$ cat src/rtl/cache_fill_fsm_if.sv
// Bundle of cache-side, memory-side and data/tag-array signals for cache_fill_fsm.
// master = the fill engine; slave = the cache/memory environment around it.
interface cache_fill_fsm_if #(
  parameter int ADDR_W = 16
);
  logic              miss_detected;
  logic [ADDR_W-1:0] miss_address;
  logic              memory_data_valid;
  logic [15:0]       memory_data;
  logic              fsm_busy;
  logic              mem_read_en;
  logic [ADDR_W-1:0] memory_address;
  logic              write_data_array;
  logic [2:0]        word_index;
  logic [15:0]       fill_data;
  logic              write_tag_array;
`ifdef CACHE_FILL_CWF_EN
  logic              crit_valid;
`endif

  modport master (
    input  miss_detected, miss_address, memory_data_valid, memory_data,
    output fsm_busy, mem_read_en, memory_address, write_data_array,
           word_index, fill_data, write_tag_array
`ifdef CACHE_FILL_CWF_EN
    , output crit_valid
`endif
  );

  modport slave (
    output miss_detected, miss_address, memory_data_valid, memory_data,
    input  fsm_busy, mem_read_en, memory_address, write_data_array,
           word_index, fill_data, write_tag_array
`ifdef CACHE_FILL_CWF_EN
    , input crit_valid
`endif
  );
endinterface

$ cat src/rtl/cache_fill_fsm.sv
// Cache miss fill engine: fetches a 16-byte block word by word, then writes the tag.
// Optional critical-word-first ordering is enabled by defining CACHE_FILL_CWF_EN.
module cache_fill_fsm #(
  parameter int WORDS_PER_BLOCK = 8,
  parameter int MEM_LATENCY     = 4,
  parameter int ADDR_W          = 16
) (
  input logic              clk,
  input logic              rst_n,
  cache_fill_fsm_if.master bus
);

  typedef enum logic {IDLE, FILL} state_t;

  localparam logic [3:0] LP_WORDS = 4'(WORDS_PER_BLOCK);
  localparam logic [3:0] LP_LAST  = 4'(WORDS_PER_BLOCK - 1);

  // Counters and word indices are sized for an 8-word block; the engine accepts any latency >= 1.
  if (MEM_LATENCY < 1 || WORDS_PER_BLOCK != 8) begin : g_badParams
    $error("cache_fill_fsm: unsupported WORDS_PER_BLOCK/MEM_LATENCY");
  end

  state_t            r_state;
  logic [ADDR_W-1:4] r_baseBlk;
  logic [3:0]        r_reqCnt;
  logic [3:0]        r_rcvCnt;
  logic [2:0]        w_reqIdx;
  logic [2:0]        w_wrIdx;
  logic              w_fillActive;
  logic              w_reqActive;
  logic              w_wrActive;
  logic              w_lastWord;
  logic              w_unusedMissLsb;

  assign w_unusedMissLsb = &{1'b0, bus.miss_address[3:0]};

`ifdef CACHE_FILL_CWF_EN
  logic [2:0] r_crit;

  always_ff @(posedge clk) begin
    if (!rst_n) begin
      r_crit <= 3'd0;
    end else if (r_state == IDLE && bus.miss_detected) begin
      r_crit <= bus.miss_address[3:1];
    end
  end

  assign w_reqIdx       = r_reqCnt[2:0] + r_crit;
  assign w_wrIdx        = r_rcvCnt[2:0] + r_crit;
  assign bus.crit_valid = w_wrActive && (r_rcvCnt == 4'd0);
`else
  assign w_reqIdx = r_reqCnt[2:0];
  assign w_wrIdx  = r_rcvCnt[2:0];
`endif

  always_ff @(posedge clk) begin
    if (!rst_n) begin
      r_state   <= IDLE;
      r_baseBlk <= '0;
      r_reqCnt  <= 4'd0;
      r_rcvCnt  <= 4'd0;
    end else begin
      case (r_state)
        IDLE: begin
          if (bus.miss_detected) begin
            r_baseBlk <= bus.miss_address[ADDR_W-1:4];
            r_reqCnt  <= 4'd0;
            r_rcvCnt  <= 4'd0;
            r_state   <= FILL;
          end
        end
        FILL: begin
          if (r_reqCnt < LP_WORDS) begin
            r_reqCnt <= r_reqCnt + 4'd1;
          end
          if (bus.memory_data_valid) begin
            r_rcvCnt <= r_rcvCnt + 4'd1;
            if (r_rcvCnt == LP_LAST) begin
              r_state <= IDLE;
            end
          end
        end
        default: r_state <= IDLE;
      endcase
    end
  end

  // Outputs are decoded combinationally so the stall and the array writes line up
  // with the miss and the returning data in the same cycle; reset masks them at once.
  assign w_fillActive = rst_n && (r_state == FILL);
  assign w_reqActive  = w_fillActive && (r_reqCnt < LP_WORDS);
  assign w_wrActive   = w_fillActive && bus.memory_data_valid;
  assign w_lastWord   = w_wrActive && (r_rcvCnt == LP_LAST);

  assign bus.fsm_busy         = w_fillActive || bus.miss_detected;
  assign bus.mem_read_en      = w_reqActive;
  assign bus.memory_address   = w_reqActive ? {r_baseBlk, w_reqIdx, 1'b0} : '0;
  assign bus.write_data_array = w_wrActive;
  assign bus.word_index       = w_wrActive ? w_wrIdx : 3'd0;
  assign bus.fill_data        = bus.memory_data;
  assign bus.write_tag_array  = w_lastWord;

endmodule

$ cat src/flat_wrapper.sv
// flat-port wrapper written by rule: the top's interface ports become plain ports
module cache_fill_fsm_flat 
#(
  parameter int WORDS_PER_BLOCK = 8,
  parameter int MEM_LATENCY     = 4,
  parameter int ADDR_W          = 16
)
  (clk, rst_n, bus_miss_detected, bus_miss_address, bus_memory_data_valid, bus_memory_data, bus_fsm_busy, bus_mem_read_en, bus_memory_address, bus_write_data_array, bus_word_index, bus_fill_data, bus_write_tag_array);
  cache_fill_fsm_if #(.ADDR_W(ADDR_W)) bus_i ();
  input logic clk;
  input logic rst_n;
  input wire logic [$bits(bus_i.miss_detected)-1:0] bus_miss_detected;
  input wire logic [$bits(bus_i.miss_address)-1:0] bus_miss_address;
  input wire logic [$bits(bus_i.memory_data_valid)-1:0] bus_memory_data_valid;
  input wire logic [$bits(bus_i.memory_data)-1:0] bus_memory_data;
  output wire logic [$bits(bus_i.fsm_busy)-1:0] bus_fsm_busy;
  output wire logic [$bits(bus_i.mem_read_en)-1:0] bus_mem_read_en;
  output wire logic [$bits(bus_i.memory_address)-1:0] bus_memory_address;
  output wire logic [$bits(bus_i.write_data_array)-1:0] bus_write_data_array;
  output wire logic [$bits(bus_i.word_index)-1:0] bus_word_index;
  output wire logic [$bits(bus_i.fill_data)-1:0] bus_fill_data;
  output wire logic [$bits(bus_i.write_tag_array)-1:0] bus_write_tag_array;
  assign bus_i.miss_detected = bus_miss_detected;
  assign bus_i.miss_address = bus_miss_address;
  assign bus_i.memory_data_valid = bus_memory_data_valid;
  assign bus_i.memory_data = bus_memory_data;
  assign bus_fsm_busy = bus_i.fsm_busy;
  assign bus_mem_read_en = bus_i.mem_read_en;
  assign bus_memory_address = bus_i.memory_address;
  assign bus_write_data_array = bus_i.write_data_array;
  assign bus_word_index = bus_i.word_index;
  assign bus_fill_data = bus_i.fill_data;
  assign bus_write_tag_array = bus_i.write_tag_array;
  cache_fill_fsm #(.WORDS_PER_BLOCK(WORDS_PER_BLOCK), .MEM_LATENCY(MEM_LATENCY), .ADDR_W(ADDR_W)) u_core (.clk(clk), .rst_n(rst_n), .bus(bus_i));
endmodule
$ cat config.mk
export PLATFORM = sky130hd
export DESIGN_NAME = cache_fill_fsm_flat
export DESIGN_NICKNAME = d
export VERILOG_FILES = /design/src/rtl/cache_fill_fsm_if.sv /design/src/rtl/cache_fill_fsm.sv /design/src/flat_wrapper.sv
export SDC_FILE = /design/constraint.sdc
export NUM_CORES = 1
export LEC_CHECK = 0
export BUFFER_PORTS_ARGS = -buffer_cell sky130_fd_sc_hd__buf_4
export CAP_MARGIN = 0
export CORE_MARGIN = 3
export CORE_UTILIZATION = 44
export DETAILED_ROUTE_END_ITERATION = 10
export PLACE_DENSITY = 0.8
export SYNTH_ARGS = -nofsm -noshare
export SYNTH_HDL_FRONTEND = slang
export SYNTH_SLANG_ARGS = --single-unit
$ cat constraint.sdc
create_clock -name clk -period 1.5 [get_ports clk]
set_input_delay 0.075 -clock clk [delete_from_list [all_inputs] [get_ports clk]]
set_output_delay 0.075 -clock clk [all_outputs]
set_load 0.05 [all_outputs]
Word level (Yosys, flattened, before mapping)

Index checks and enable logic that the tools add are counted.

Add/subtract/negate cells: 2
$lt $le $gt $ge: 1
Eq/ne operators: 4
Muxes and demuxes: 11
Bitwise gates (word level): 1
Reduce and logical (&&, ||, !) cells: 8

Operators by type and width:

| cell                  | number |
|---|---|
| $mux W16              | 1 |
| $pmux W4 S2           | 2 |
| $mux W4               | 3 |
| $add A4 B1 Y4 const B | 2 |
| $ne A2 B2 Y1 const B  | 3 |
| $reduce_and A2 Y1     | 3 |
| $eq A4 B3 Y1 const B  | 1 |
| $logic_and A1 B1 Y1   | 4 |
| $lt A4 B4 Y1 const B  | 1 |
| $mux W1               | 3 |
| $mux W3               | 1 |
| $pmux W1 S2           | 1 |
| $logic_or A1 B1 Y1    | 1 |
| $not A1 Y1            | 1 |

Flip-flop bits (word level): 21
Input bits: 36
Output and inout port bits: 39

Logic depth before layout (Yosys ltp)

Word-level depth: 4
Gate-level depth with buffers: 5
Gate-level depth less buffers: 4

Worst setup path before layout

Ideal clock, no wire load.

Path kind: reg-to-output
Start: register u_core.r_rcvCnt[0]
End: output port bus_write_tag_array
Data arrival time: 2.029 ns
Slack: -0.604 ns
Stages on the path, launching flop included: 4
Cells stage by stage: dfxtp_1 > ha_1 > nand2_1 > nor4_1

Longest elaborated chain between the ends: 2

RTL lines:

| item                   | line                 | RTL |
|---|---|---|
| start, declared        | cache_fill_fsm.sv:26 | `logic [3:0] r_rcvCnt;` |
| start signal, assigned | cache_fill_fsm.sv:77 | `r_rcvCnt <= r_rcvCnt + 4'd1;` |
| $eq A4 B3 Y1           | cache_fill_fsm.sv:93 | `assign w_lastWord = w_wrActive && (r_rcvCnt == LP_LAST);` |
| $logic_and A1 B1 Y1    | cache_fill_fsm.sv:93 |  |
| end, declared          | flat_wrapper.sv:22   | `output wire logic [$bits(bus_i.write_tag_array)-1:0] bus_write_tag_array;` |

No other way between the ends.

Worst setup path after layout

Start: register u_core.r_rcvCnt[1]
End: output port bus_write_tag_array

Same word-level chain as after synthesis.

==> insert_results.sql <==
INSERT INTO impl_metrics (metric_group, metric, value, unit) VALUES
('route', 'wire_per_inst', '14.3', 'microns'),
('synth', 'async_flop_share', '0', ''),
('synth', 'synth_compound_gate_area_share', '0.140', ''),
('synth', 'synth.net_count', '182', ''),
('route', 'route.vias.total', '1108', ''),
('synth', 'post_synth.cell_area_avg', '7.85', 'sq um'),
('timing', 'timing.final.crit_period', '1.46', 'ns'),
('synth', 'synth_top_family_by_area', 'simple AND/OR/NAND/NOR gates', ''),
('die', 'chipHeight', '56.7', 'microns'),
('synth', 'synth_cell_type_count', '33', ''),
('die', 'start_util', '0.487', ''),
('power_and_ir_drop', 'power_density', '730', 'mW/mm^2'),
('global_route', 'vias_in_the_first_global_route', '964', ''),
('global_route', 'grt_util_all_layers', '0.163', ''),
('synth', 'synthSimpleGateAreaFrac', '0.291', ''),
('critical_path', 'worstPathRequired', '1.42', 'ns'),
('layout', 'layout.nets', '213', ''),
('layout', 'drive_above_1_share', '0.351', ''),
('placed_design', 'detailedPlacementHpwl', '1810', 'microns'),
('global_route', 'grt.overflow.total', '0', ''),
('die', 'design.die.area', '0.00321', 'sq mm'),
('timing', 'final.setup_skew', '0.00488', 'ns'),
('layout', 'regArea', '433', 'sq um'),
('die', 'pin_count', '75', ''),
('route', 'postRouteWirelength', '2890', 'microns'),
('outcome', 'run_status', 'completed', ''),
('clock_network', 'tritoncts', 'done', ''),
('layout', 'utilization', '0.656', ''),
('critical_path', 'startpoint_type', 'flip-flop', ''),
('critical_path', 'crit-reg2reg-launch', 'u_core.r_state', ''),
('timing', 'timing.final.crit_share', '0.976', ''),
('clock_network', 'cts_num_sinks', '21', ''),
('clock_network', 'cts_buffer_depth', '2', ''),
('global_route', 'grt_pass1_wl', '4240', 'microns'),
('synth', 'synth.area.mux_share', '0.00886', ''),
('worst_hold_path', 'timing.hold.worst.start', 'bus_miss_address[15]', ''),
('synth', 'ys_seq_elements', '21', ''),
('placed_design', 'routabilityCongestion', '0.719', ''),
('placed_design', 'port_buffers', '37', ''),
('route', 'drtAntennaViolNets', '0', ''),
('timing', 'finalMaxSlewViolations', '0', ''),
('route', 'drt_first_pass_iters', '4', ''),
('power_and_ir_drop', 'p_total', '1110', 'uW'),
('clock_network', 'clock_latency_on_the_worst_skew_pair', '0.31', 'ns'),
('synth', 'synth_adder_area_share', '0.0221', ''),
('synth', 'synth.cell_area', '0.00113', 'sq mm'),
('critical_path', 'critPathLaunch', 'u_core.r_rcvCnt[1]', ''),
('global_route', 'antenna_found_initial', '0', ''),
('clock_network', 'tritoncts.num_buffers', '3', ''),
('timing', 'timing.final.hold_violations', '0', ''),
('clock_network', 'htreeDepth', '1', ''),
('synth', 'count_of_flip_flops_with_a_built_in_enable_after_synthesis', '0', ''),
('timing', 'hold_slack', '0.00680', 'ns'),
('critical_path', 'timing.critical_path.arrival', '1.39', 'ns'),
('timing', 'report.final.setup_viol', '0', ''),
('critical_path', 'worst-path-max-fanout', '4', ''),
('synth', 'netlist_instances', '144', ''),
('timing', 'max_clock_freq', '683', 'MHz'),
('clock_network', 'clkSlewWorstSetupHoldPaths', '0.12', 'ns'),
('layout', 'total_area_of_multi_input_combinational_cells', '582', 'sq um'),
('synth', 'synth_seq_area_share', '0.372', ''),
('critical_path', 'cp_endpoint_kind', 'output pin', ''),
('critical_path', 'crit_type', 'reg2out', ''),
('layout', 'final_area', '0.00152', 'sq mm'),
('layout', 'fill_cells', '188', ''),
('synth', 'xor_and_xnor_fraction_of_the_mapped_netlist_area', '0', ''),
('run', 'number_of_maximum_capacitance_violations', '0', ''),
('worst_hold_path', 'type_of_the_tightest_min_delay_check', 'in2reg', ''),
('die', 'fp-row-count', '17', ''),
('power_and_ir_drop', 'peak_supply_drop', '0.000806', 'V'),
('route', 'detail_route.vias_per_cell', '5.49', ''),
('power_and_ir_drop', 'power_leakage', '0.000705', 'uW'),
('die', 'design.core.area', '0.00232', 'sq mm'),
('route', 'detail_route.iter0.violations', '43', ''),
('die', 'floorplan.die.width', '56.7', 'microns'),
('synth', 'synth_top_flop_cell', 'dfxtp_1', ''),
('synth', 'yosys_warning_count', '0', ''),
('placed_design', 'post_dp_cell_area', '0.00131', 'sq mm'),
('layout', 'area_growth', '34.7', '%'),
('clock_network', 'clock-root-buffer', 'clkbuf_4', ''),
('layout', 'antennaDiodeCount', '0', ''),
('global_route', 'grt_start_max_net_pins', '20', ''),
('route', 'drc_errors', '0', '');
-- sequential cells by signal, summed over array words and instances (netlist names) --
signal,flops
u_core.r_rcvCnt,4
u_core.r_baseBlk,12
u_core.r_state,1
u_core.r_reqCnt,4
-- power breakdown --
group	switching [uW]	internal (uW)
clock network	179	99.6
registers	16.8	580
logic	133	102
total	329	782
-- kinds of logic (layout without fill, tap and decap cells) --
kind of cell	count (synthesis)	in the layout
compound gates	25	25
fa+ha+maj	2	2
buf+inv	29	58
flops	21	21
mux	1	1
other cells	1	1
simple gates	65	66
-- stage by stage --
stage	instances	setup slack, ns	TNS [ns]
floorplan	144	-0.0185	-0.0185
global placement	187	0.185	0
detailed placement	187	0.151	0
CTS	196	0.00117	0
global route	202	-0.0313	-0.0313
finish	202	0.0364	0
-- path summary, 6_finish.rpt --
kind                          end  slack (ns)  depth (start not counted)
max reg2reg  u_core.r_baseBlk[11]        0.23                          5
max           bus_write_tag_array        0.04                          4
min reg2reg  u_core.r_baseBlk[15]        0.46                          2
min          u_core.r_baseBlk[15]       0.007                          3
-- worst max-delay path: stages (launching register included) --
cell and delay (ns):
dfxtp_4 0.39, ha_4 0.15, nand2_4 0.05, nor4_4 0.28, buf_6 0.20
-- metal layers --
metal	part of all wire	GRT usage	up-vias
li1	-	-	538
met1	0.41	0.202	498
met2	0.46	0.257	62
met3	0.10	0.0552	10
met4	0.024	0.0644	0
met5	0	0	-
-- timing repair --
item | CTS | global route
pin swaps | 0 | 3
hold buffers | 5 | 1
resized for setup | 6 | 20
endpoints found under the hold margin | 5 | 1
endpoints found under the setup margin | 18 | 19
cloned | 0 | 1
buffers inserted | 0 | 4
-- cells in the mapped netlist, types with 2 or more instances --
cell	n	area share
nand2_1	30	0.10
dfxtp_1	21	0.37
buf_4	18	0.12
a21oi_1	14	0.062
and3_1	14	0.078
buf_2	5	0.022
and2_1	4	0.022
inv_1	4	0.013
nor2_1	3	0.010
a211oi_1	2	0.013
a311oi_1	2	0.016
a31oi_1	2	0.011
and2b_1	2	0.013
ha_1	2	0.022
nand2b_1	2	0.011
nand3_1	2	0.0089
-- cell type report --
class | count | area share
Clock buffer | 3 | 0.0148
Clock inverter | 1 | 0.00329
Inverter | 4 | 0.00987
Multi-Input combinational cell | 95 | 0.382
Sequential cell | 21 | 0.285
Tap cell | 28 | 0.0230
Timing Repair Buffer | 50 | 0.282
-- layout by cell type, fill, tap and decap left out, drive strengths merged, types with 3 or more instances in the layout --
| cell | count |
|---|---|
| dfxtp | 21 |
| and3 | 15 |
| buf | 43 |
| a21oi | 14 |
| dlygate4sd3 | 6 |
| and2 | 4 |
| nand2 | 30 |
| inv | 4 |
| and2b | 3 |
| nor2 | 3 |
| clkbuf | 3 |
Note: power is estimated with default switching activity, not from simulation.
